==> src/rtl/btb_predictor_pkg.sv <==
// Shared encodings for the branch target buffer predictor: direction
// counter states, the counter values used at reset and on allocation,
// and the PREDICT_MODE selector values.
package btb_predictor_pkg;

    typedef enum logic [1:0] {
        CTR_SNT = 2'b00,
        CTR_WNT = 2'b01,
        CTR_WT  = 2'b10,
        CTR_ST  = 2'b11
    } ctr_t;

    localparam ctr_t CTR_RESET = CTR_WNT;
    localparam ctr_t CTR_ALLOC = CTR_WT;

    localparam int MODE_ALWAYS_NT = 0;
    localparam int MODE_BTB       = 1;

endpackage

==> src/rtl/btb_predictor_if.sv <==
// Fetch-side lookup and resolve-side update signals between the pipeline
// (master) and the predictor (slave).
interface btb_predictor_if #(
    parameter int WORD_SIZE = 16,
    parameter int CNT_WIDTH = 16
);
    logic [WORD_SIZE-1:0] PC;
    logic [WORD_SIZE-1:0] Prediction;
    logic                 Hit;
    logic                 UpdateValid;
    logic [WORD_SIZE-1:0] UpdatePC;
    logic                 UpdateTaken;
    logic [WORD_SIZE-1:0] ActualBranchTarget;
    logic                 Correct;
    logic [CNT_WIDTH-1:0] MispredictCount;

    modport master (
        output PC, UpdateValid, UpdatePC, UpdateTaken, ActualBranchTarget, Correct,
        input  Prediction, Hit, MispredictCount
    );

    modport slave (
        input  PC, UpdateValid, UpdatePC, UpdateTaken, ActualBranchTarget, Correct,
        output Prediction, Hit, MispredictCount
    );
endinterface

==> src/rtl/btb_predictor_sat_counter2.sv <==
// Next-state logic for a 2-bit saturating direction counter.
module sat_counter2
    import btb_predictor_pkg::*;
(
    input  ctr_t i_ctr,
    input  logic i_taken,
    output ctr_t o_ctr
);

    // Step toward strongly-taken or strongly-not-taken, pinning at the ends.
    always_comb begin
        o_ctr = i_ctr;
        if (i_taken) begin
            if (i_ctr != CTR_ST) begin
                o_ctr = ctr_t'(i_ctr + 2'd1);
            end
        end else begin
            if (i_ctr != CTR_SNT) begin
                o_ctr = ctr_t'(i_ctr - 2'd1);
            end
        end
    end

endmodule

==> src/rtl/btb_predictor.sv <==
// Direct-mapped branch target buffer with a 2-bit direction counter per
// entry. Lookup is combinational on the fetch PC; updates from the resolve
// stage land on the clock edge and are seen by lookups one cycle later.
module btb_predictor
    import btb_predictor_pkg::*;
#(
    parameter int WORD_SIZE    = 16,
    parameter int INDEX_BITS   = 4,
    parameter int PREDICT_MODE = 1,
    parameter int CNT_WIDTH    = 16
) (
    input  logic           clk,
    input  logic           reset,
    btb_predictor_if.slave bus
);

    localparam int ENTRIES  = 2 ** INDEX_BITS;
    localparam int TAG_BITS = WORD_SIZE - INDEX_BITS;
    localparam logic BTB_ON = (PREDICT_MODE == MODE_BTB);

    logic                 r_valid  [ENTRIES];
    logic [TAG_BITS-1:0]  r_tag    [ENTRIES];
    logic [WORD_SIZE-1:0] r_target [ENTRIES];
    ctr_t                 r_ctr    [ENTRIES];
    logic [CNT_WIDTH-1:0] r_missCount;

    logic [INDEX_BITS-1:0] w_idx;
    logic [TAG_BITS-1:0]   w_tag;
    logic [WORD_SIZE-1:0]  w_pcPlusOne;
    logic                  w_hit;
    logic [INDEX_BITS-1:0] w_uIdx;
    logic [TAG_BITS-1:0]   w_uTag;
    logic                  w_uHit;
    logic                  w_tableWrite;
    ctr_t                  w_ctrNext;

    assign w_idx       = bus.PC[INDEX_BITS-1:0];
    assign w_tag       = bus.PC[WORD_SIZE-1:INDEX_BITS];
    assign w_pcPlusOne = bus.PC + WORD_SIZE'(1);
    assign w_hit       = BTB_ON && r_valid[w_idx] && (r_tag[w_idx] == w_tag);

    assign bus.Hit             = w_hit;
    assign bus.Prediction      = (w_hit && r_ctr[w_idx][1]) ? r_target[w_idx] : w_pcPlusOne;
    assign bus.MispredictCount = r_missCount;

    assign w_uIdx       = bus.UpdatePC[INDEX_BITS-1:0];
    assign w_uTag       = bus.UpdatePC[WORD_SIZE-1:INDEX_BITS];
    assign w_uHit       = r_valid[w_uIdx] && (r_tag[w_uIdx] == w_uTag);
    assign w_tableWrite = BTB_ON && bus.UpdateValid;

    sat_counter2 u_satCounter (
        .i_ctr   (r_ctr[w_uIdx]),
        .i_taken (bus.UpdateTaken),
        .o_ctr   (w_ctrNext)
    );

    // Valid bits and direction counters: cleared on reset, trained on a hit,
    // allocated weakly-taken when a taken branch misses.
    always_ff @(posedge clk) begin
        if (reset) begin
            for (int i = 0; i < ENTRIES; i++) begin
                r_valid[i] <= 1'b0;
                r_ctr[i]   <= CTR_RESET;
            end
        end else if (w_tableWrite) begin
            if (w_uHit) begin
                r_ctr[w_uIdx] <= w_ctrNext;
            end else if (bus.UpdateTaken) begin
                r_valid[w_uIdx] <= 1'b1;
                r_ctr[w_uIdx]   <= CTR_ALLOC;
            end
        end
    end

    // Tag and target storage carries no reset; any taken update rewrites both,
    // which leaves the tag unchanged on a hit and installs it on a miss.
    always_ff @(posedge clk) begin
        if (!reset && w_tableWrite && bus.UpdateTaken) begin
            r_tag[w_uIdx]    <= w_uTag;
            r_target[w_uIdx] <= bus.ActualBranchTarget;
        end
    end

    // Misprediction counter sticks at all-ones instead of wrapping.
    always_ff @(posedge clk) begin
        if (reset) begin
            r_missCount <= '0;
        end else if (bus.UpdateValid && !bus.Correct && (r_missCount != '1)) begin
            r_missCount <= r_missCount + CNT_WIDTH'(1);
        end
    end

endmodule

==> src/flat_wrapper.sv <==
// flat-port wrapper written by rule: the top's interface ports become plain ports
module btb_predictor_flat import btb_predictor_pkg::*;
#(
    parameter int WORD_SIZE    = 16,
    parameter int INDEX_BITS   = 4,
    parameter int PREDICT_MODE = 1,
    parameter int CNT_WIDTH    = 16
)
  (clk, reset, bus_PC, bus_UpdateValid, bus_UpdatePC, bus_UpdateTaken, bus_ActualBranchTarget, bus_Correct, bus_Prediction, bus_Hit, bus_MispredictCount);
  btb_predictor_if #(.WORD_SIZE(WORD_SIZE), .CNT_WIDTH(CNT_WIDTH)) bus_i ();
  input  logic clk;
  input  logic reset;
  input wire logic [$bits(bus_i.PC)-1:0] bus_PC;
  input wire logic [$bits(bus_i.UpdateValid)-1:0] bus_UpdateValid;
  input wire logic [$bits(bus_i.UpdatePC)-1:0] bus_UpdatePC;
  input wire logic [$bits(bus_i.UpdateTaken)-1:0] bus_UpdateTaken;
  input wire logic [$bits(bus_i.ActualBranchTarget)-1:0] bus_ActualBranchTarget;
  input wire logic [$bits(bus_i.Correct)-1:0] bus_Correct;
  output wire logic [$bits(bus_i.Prediction)-1:0] bus_Prediction;
  output wire logic [$bits(bus_i.Hit)-1:0] bus_Hit;
  output wire logic [$bits(bus_i.MispredictCount)-1:0] bus_MispredictCount;
  assign bus_i.PC = bus_PC;
  assign bus_i.UpdateValid = bus_UpdateValid;
  assign bus_i.UpdatePC = bus_UpdatePC;
  assign bus_i.UpdateTaken = bus_UpdateTaken;
  assign bus_i.ActualBranchTarget = bus_ActualBranchTarget;
  assign bus_i.Correct = bus_Correct;
  assign bus_Prediction = bus_i.Prediction;
  assign bus_Hit = bus_i.Hit;
  assign bus_MispredictCount = bus_i.MispredictCount;
  btb_predictor #(.WORD_SIZE(WORD_SIZE), .INDEX_BITS(INDEX_BITS), .PREDICT_MODE(PREDICT_MODE), .CNT_WIDTH(CNT_WIDTH)) u_core (.clk(clk), .reset(reset), .bus(bus_i));
endmodule
==> config.mk <==
export PLATFORM = sky130hd
export DESIGN_NAME = btb_predictor_flat
export DESIGN_NICKNAME = d
export VERILOG_FILES = /design/src/rtl/btb_predictor_pkg.sv /design/src/rtl/btb_predictor_if.sv /design/src/rtl/btb_predictor_sat_counter2.sv /design/src/rtl/btb_predictor.sv /design/src/flat_wrapper.sv
export SDC_FILE = /design/constraint.sdc
export NUM_CORES = 1
export LEC_CHECK = 0
export ABC_AREA = 1
export CELL_PAD_IN_SITES_DETAIL_PLACEMENT = 1
export CELL_PAD_IN_SITES_GLOBAL_PLACEMENT = 1
export CORE_MARGIN = 2
export CORE_UTILIZATION = 55
export CTS_BUF_LIST = sky130_fd_sc_hd__clkbuf_4
export DETAILED_ROUTE_END_ITERATION = 7
export DONT_BUFFER_PORTS = 1
export PLACE_DENSITY_LB_ADDON = 0.25
export SETUP_SLACK_MARGIN = 0.3
export SLEW_MARGIN = 30
export SYNTH_ARGS = -nofsm -noshare
export SYNTH_HDL_FRONTEND = slang
export SYNTH_SLANG_ARGS = --single-unit
==> constraint.sdc <==
create_clock -name clk -period 7.75 [get_ports clk]
set_input_delay 1.55 -clock clk [delete_from_list [all_inputs] [get_ports clk]]
set_output_delay 1.55 -clock clk [all_outputs]
set_load 0.1 [all_outputs]
**Word level (Yosys, flattened, before mapping)**

Memories as Yosys holds them, arrays and structs flattened.
Index checks and enable logic that the tools add are counted.
W data, S select, Z words.

- Register bits after elaboration: 16
- Bits in latches: 0
- RAM bits: 496
- Bits in read-only memories: 0
- Input port bits: 53
- Output and inout bits: 33
- Word-level logic and storage cells: 50
- Memories: 4

Memory list:

| memory | words | width | read ports | clocked after Yosys merged registers in | write ports | line | RTL |
|---|---|---|---|---|---|---|---|
| u_core.r_target | 16 | 16 | 1 | 0 | 1 | btb_predictor.sv:23 | `logic [WORD_SIZE-1:0] r_target [ENTRIES];` |
| u_core.r_tag | 16 | 12 | 2 | 0 | 1 | btb_predictor.sv:22 | `logic [TAG_BITS-1:0] r_tag [ENTRIES];` |
| u_core.r_ctr | 16 | 2 | 2 | 0 | 16 | btb_predictor.sv:24 | `ctr_t r_ctr [ENTRIES];` |
| u_core.r_valid | 16 | 1 | 2 | 0 | 16 | btb_predictor.sv:21 | `logic r_valid [ENTRIES];` |

- Add/sub/neg operators: 4
- $mul: 0
- Divide/modulo/power cells: 0
- Magnitude comparators: 0
- Equal/unequal tests: 4
- Shift operators: 0
- Mux-type cells: 24
- Bitwise logic cells: 1
- Reductions and logical operators: 12

Operator list:

| kind | number |
|---|---|
| $add A16 B1 Y16 const B | 2 |
| $eq A12 B12 Y1 | 2 |
| $mux W1 | 16 |
| $mux W16 | 1 |
| $ne A16 B16 Y1 const B | 1 |
| $mux W2 | 5 |
| $mux W4 | 2 |
| $logic_and A1 B1 Y1 | 7 |
| $add A2 B1 Y2 const B | 1 |
| $logic_not A1 Y1 | 2 |
| $ne A2 B2 Y1 const B | 1 |
| $reduce_bool A2 Y1 | 1 |
| $reduce_or A2 Y1 | 1 |
| $sub A2 B1 Y2 const B | 1 |
| $or A1 B1 Y1 | 1 |
| $reduce_or A1 Y1 | 1 |

**Depth between registers and ports, before layout**

An unclocked memory read counts as a cell.

- Depth after elaboration: 10
- Mapped depth: 20
- Mapped depth without buffers: 17

**Modules after synthesis**

Synthesis repeated with hierarchy kept, for this count alone.

- Cell total of the unflattened synthesis: 2543
- Area, all modules: 24149.4 µm²

Modules (own cells, without submodules):

| module | times used | cells each | area each (µm²) | sequential area each (µm²) |
|---|---|---|---|---|
| btb_predictor | 1 | 2537 | 24124.4 | 15054.4 |
| sat_counter2 | 1 | 6 | 25.0 | 0.0 |

**Least setup slack after synthesis**

Ideal clock, no wire load.

- Path kind: input to output
- Start: input bus_PC[1]
- End: output bus_Prediction[11]
- Arrival: 5127 ps
- Required time: 6200 ps
- Path slack: 1073 ps
- Stages: 11
- Buffers on the path: 5
- Path through: buf_2 > inv_4 > buf_4 > buf_4 > clkbuf_1 > clkbuf_1 > o21ai_0 > o221ai_1 > o211a_1 > a221oi_1 > o21ai_0

- Cells in the longest elaborated chain, start to end: 5
- Elaborated cells between the ends (all ways): 9
- Those cells by class: add/sub: 1; eq/ne: 1; mux: 1; reduce/logical: 2; memory: 4

RTL lines:

| what | line | RTL |
|---|---|---|
| from (decl) | flat_wrapper.sv:13 | `input wire logic [$bits(bus_i.PC)-1:0] bus_PC;` |
| $mem_v2 Z16 W12 | n/a |  |
| $eq A12 B12 Y1 | btb_predictor.sv:40 | `assign w_hit = BTB_ON && r_valid[w_idx] && (r_tag[w_idx] == w_tag);` |
| $logic_and A1 B1 Y1 | btb_predictor.sv:40 |  |
| $logic_and A1 B1 Y1 | btb_predictor.sv:43 | `assign bus.Prediction = (w_hit && r_ctr[w_idx][1]) ? r_target[w_idx] : w_pcPlusOne;` |
| $mux W16 (*) | btb_predictor.sv:43 |  |
| to (decl) | flat_wrapper.sv:19 | `output wire logic [$bits(bus_i.Prediction)-1:0] bus_Prediction;` |

Every way passes the cells marked *; elsewhere a longest branch is shown, timed or not.

**Worst setup path after layout**

- Start: input bus_PC[1]
- End: output bus_Prediction[7]

Same word-level chain as after synthesis.

==> impl_metrics.tcl <==
set metrics [dict create \
    post_cts_resize_count 0 \
    p_per_area_nw_per_um2 222 \
    grt_pass1_wl_um 124000 \
    ys_async_sr_fraction 0 \
    synth_cell_types 46 \
    crit_fanout 117 \
    multi_input_area_sq_um 7980 \
    synthTopCellsByArea "edfxtp_1 59%, nand2_1 11%, o21ai_0 5.1%, nor2_1 5.0%, nand3_1 2.7%" \
    postSynthCellCount 2539 \
    status "complete, no violations" \
    die_w_um 214 \
    hpwl_um 47000 \
    worst_setup_path_end_kind "output port" \
    ys_seq_area_frac 0.620 \
    synth_nets 2594 \
    slew_viol_final 0 \
    drive_gt1_frac 0.121 \
    clk_latency_ns 0.99 \
    start_util 0.560 \
    core_sq_um 43400 \
    final_nets 2626 \
    critPathRequiredTime_ns 6.20 \
    min-delay-path-class "flop to flop" \
    postCtsSetupRepairBufs 0 \
    routed_wl_um 81900 \
    grt_pass1_vias 21196 \
    max_slew_margin 0.302 \
    ys_ff_latch 512 \
    cts.path.max_buffers 3 \
    syn_area_per_cell_sq_um 9.57 \
    finalWeightedCongestion 0.871 \
    vias_per_cell 6.18 \
    synth_area_sq_um 24300 \
    port_buffers 0 \
    regToRegSetupSlack_ns 4.88 \
    ios 86 \
    max_freq_mhz 152 \
    setup_tns_ns 0 \
    synth_top_flop_cell "edfxtp_1" \
    synth-xor-area-share 0.00469 \
    leakage_uw 0.00998 \
    yosys.area_share.simple 0.205 \
    drt_drc_violations_left 0 \
    worstPathArrival_ns 5.02 \
    maxCapViolCount 0 \
    yosys.area_share.adder 0.00103 \
    synth_top_area_share 0.593 \
    clkTransAtPathRegs_ns 0.06 \
    power_uw 5870 \
    crit_slowest_cell "nand3_1" \
    yosysMostFrequentCell "nand2_1" \
    cp_top_family "buffers and inverters" \
    vdd_drop_max_v 0.000264 \
    crit_chain "inv_4 > a21oi_1 > a22oi_1 > nand2_1 > nand3_1 > o21ai_0 > a21oi_2 > nand3_1 > nand2_1 > nand2_1 > inv_1" \
    clockRootBuffer "clkbuf_4" \
    synth_warnings 0 \
    num-fill-cells 4919 \
    synth_top_family_by_area "simple AND/OR/NAND/NOR gates" \
    synthTopCellsByCount "741 x nand2_1, 480 x edfxtp_1, 324 x nor2_1" \
    cp_num_buf_inv 2 \
    numCtsBuffers 134 \
    synth_mux_area_frac 0 \
    grt_remaining_overflow 0 \
    clock_sinks 512 \
    regArea_sq_um 15100 \
    hold_viol_final 0 \
    cts_hold_buf 0 \
    period_share 0.848 \
    finalSetupViolCount 0 \
    synth_edf_count 480 \
    area.growth.synth_to_final_pct 8.64 \
    critPathMaxStageDelay_ns 0.68 \
    grt_util_all_layers 0.359 \
    period_minus_slack_ns 6.57 \
    drt_iter0_markers 1911 \
    synth_compound_area_frac 0.112 \
    wl_per_cell_um 25.2 \
    rsz0062_at_grt "false" \
    dieArea_sq_um 45900 \
    crit_type "input port to output port" \
    worst_clock_skew_ns 0.0515 \
    yosysTopAreaCell "edfxtp_1" \
    htree_levels 4 \
    cp_common_cell "nand2_1" \
    grt_max_degree 238 \
    std_cell_rows 76 \
    start_kind "input port" \
    antenna_found_initial 2 \
    die_h_um 214 \
    ant_nets 0 \
    drtPass1Iterations 5 \
    vias 20076 \
    tritoncts "built" \
    tightest_slew_ns 1.04 \
]
[path summary, 6_finish.rpt]
path / cells after the start / start / endpoint
min: 2 / u_core.r_valid[7]$_DFF_P_ / u_core.r_valid[7]$_DFF_P_
min reg2reg: 2 / u_core.r_valid[7]$_DFF_P_ / u_core.r_valid[7]$_DFF_P_
max reg2reg: 13 / u_core.r_tag[7][11]$_DFFE_PP_ / u_core.r_ctr[14][0]$_SDFFCE_PN1P_
max: 11 / bus_PC[1] / bus_Prediction[7]
[layer usage]
| layer | vias to the layer above | wire length (um) | global-route usage | part of all wire |
|---|---|---|---|---|
| li1 | 8825 | - | - | - |
| met1 | 9953 | 30400 | 0.436 | 0.37 |
| met2 | 1032 | 39800 | 0.588 | 0.49 |
| met3 | 266 | 7780 | 0.0875 | 0.095 |
| met4 | 0 | 3960 | 0.210 | 0.048 |
| met5 | - | 0 | 0 | 0 |
[kinds of logic (layout without fill, tap and decap cells)]
logic type | Yosys count | count (layout)
buf+inv | 302 | 422
compound gates | 472 | 472
fa+ha+maj | 2 | 2
other cells | 0 | 5
flops | 512 | 512
xor+xnor | 13 | 13
simple gates | 1238 | 1238
[power by group]
group          total, uW  internal, uW  switching, uW
combinational        454           123            330
clock               2360          1230           1130
sequential          3060          3040           15.7
[layout by cell type, fill, tap and decap left out, types with 3 or more instances in the layout]
cell type,count
nand2_1,741
edfxtp_1,480
nor2_1,307
o21ai_0,243
clkbuf_4,198
inv_1,146
nand3_1,133
o22ai_1,57
buf_4,45
o211ai_1,41
a21oi_1,38
o21ai_1,37
nor2_4,19
dfxtp_1,18
o221ai_1,17
clkinv_1,15
dfxtp_2,14
xor2_1,13
a22oi_1,10
nand3_2,10
inv_2,9
o21bai_1,6
diode_2,5
nand4_1,5
nor3_1,5
o211a_1,4
a221oi_1,4
o21ai_2,4
nor2_2,4
nor4_1,3
a31oi_1,3
nand2_4,3
clkinv_2,3
[through the flow]
stage	std cells	cell area, sq um	hold WS [ns]	setup slack [ns]	util
after global routing	3249	26400	0.531	0.965	0.608
after floorplan	2539	24300	0.450	1.07	-
final	3249	26400	0.503	1.18	0.608
after global placement	3019	24700	0.467	1.39	0.569
after CTS	3244	26400	0.501	1.33	0.608
after detailed placement	3020	24700	0.485	1.35	0.570
[state kept, by name, summed over array words and instances, names as in the netlist]
register,flops
u_core.r_ctr,32
u_core.r_tag,192
u_core.r_target,256
u_core.bus.MispredictCount,16
u_core.r_valid,16
[worst register-to-register path, stage by stage, from the launching register on]
cell and delay [ns]:
edfxtp_1 0.39, nand2_1 0.08, o21ai_0 0.09, nand2_1 0.08, nand2_1 0.06, nand2_1 0.06, nand2_1 0.06, nor2_1 0.35
or2_1 0.16, nand3_1 0.09, nor2_2 0.25, nand2_4 0.16, a21oi_4 0.57, nand3_1 0.16
[layout make-up]
type	instances	share of cell area
well taps	585	0.0277
flip-flops and latches	512	0.571
repair buffers	46	0.0138
clock buffers	198	0.0563
inverters	152	0.0219
multi-input cells	1725	0.302
clock inverters	26	0.00602
diodes	5	0.000474
(Power assumes the default switching activity.)
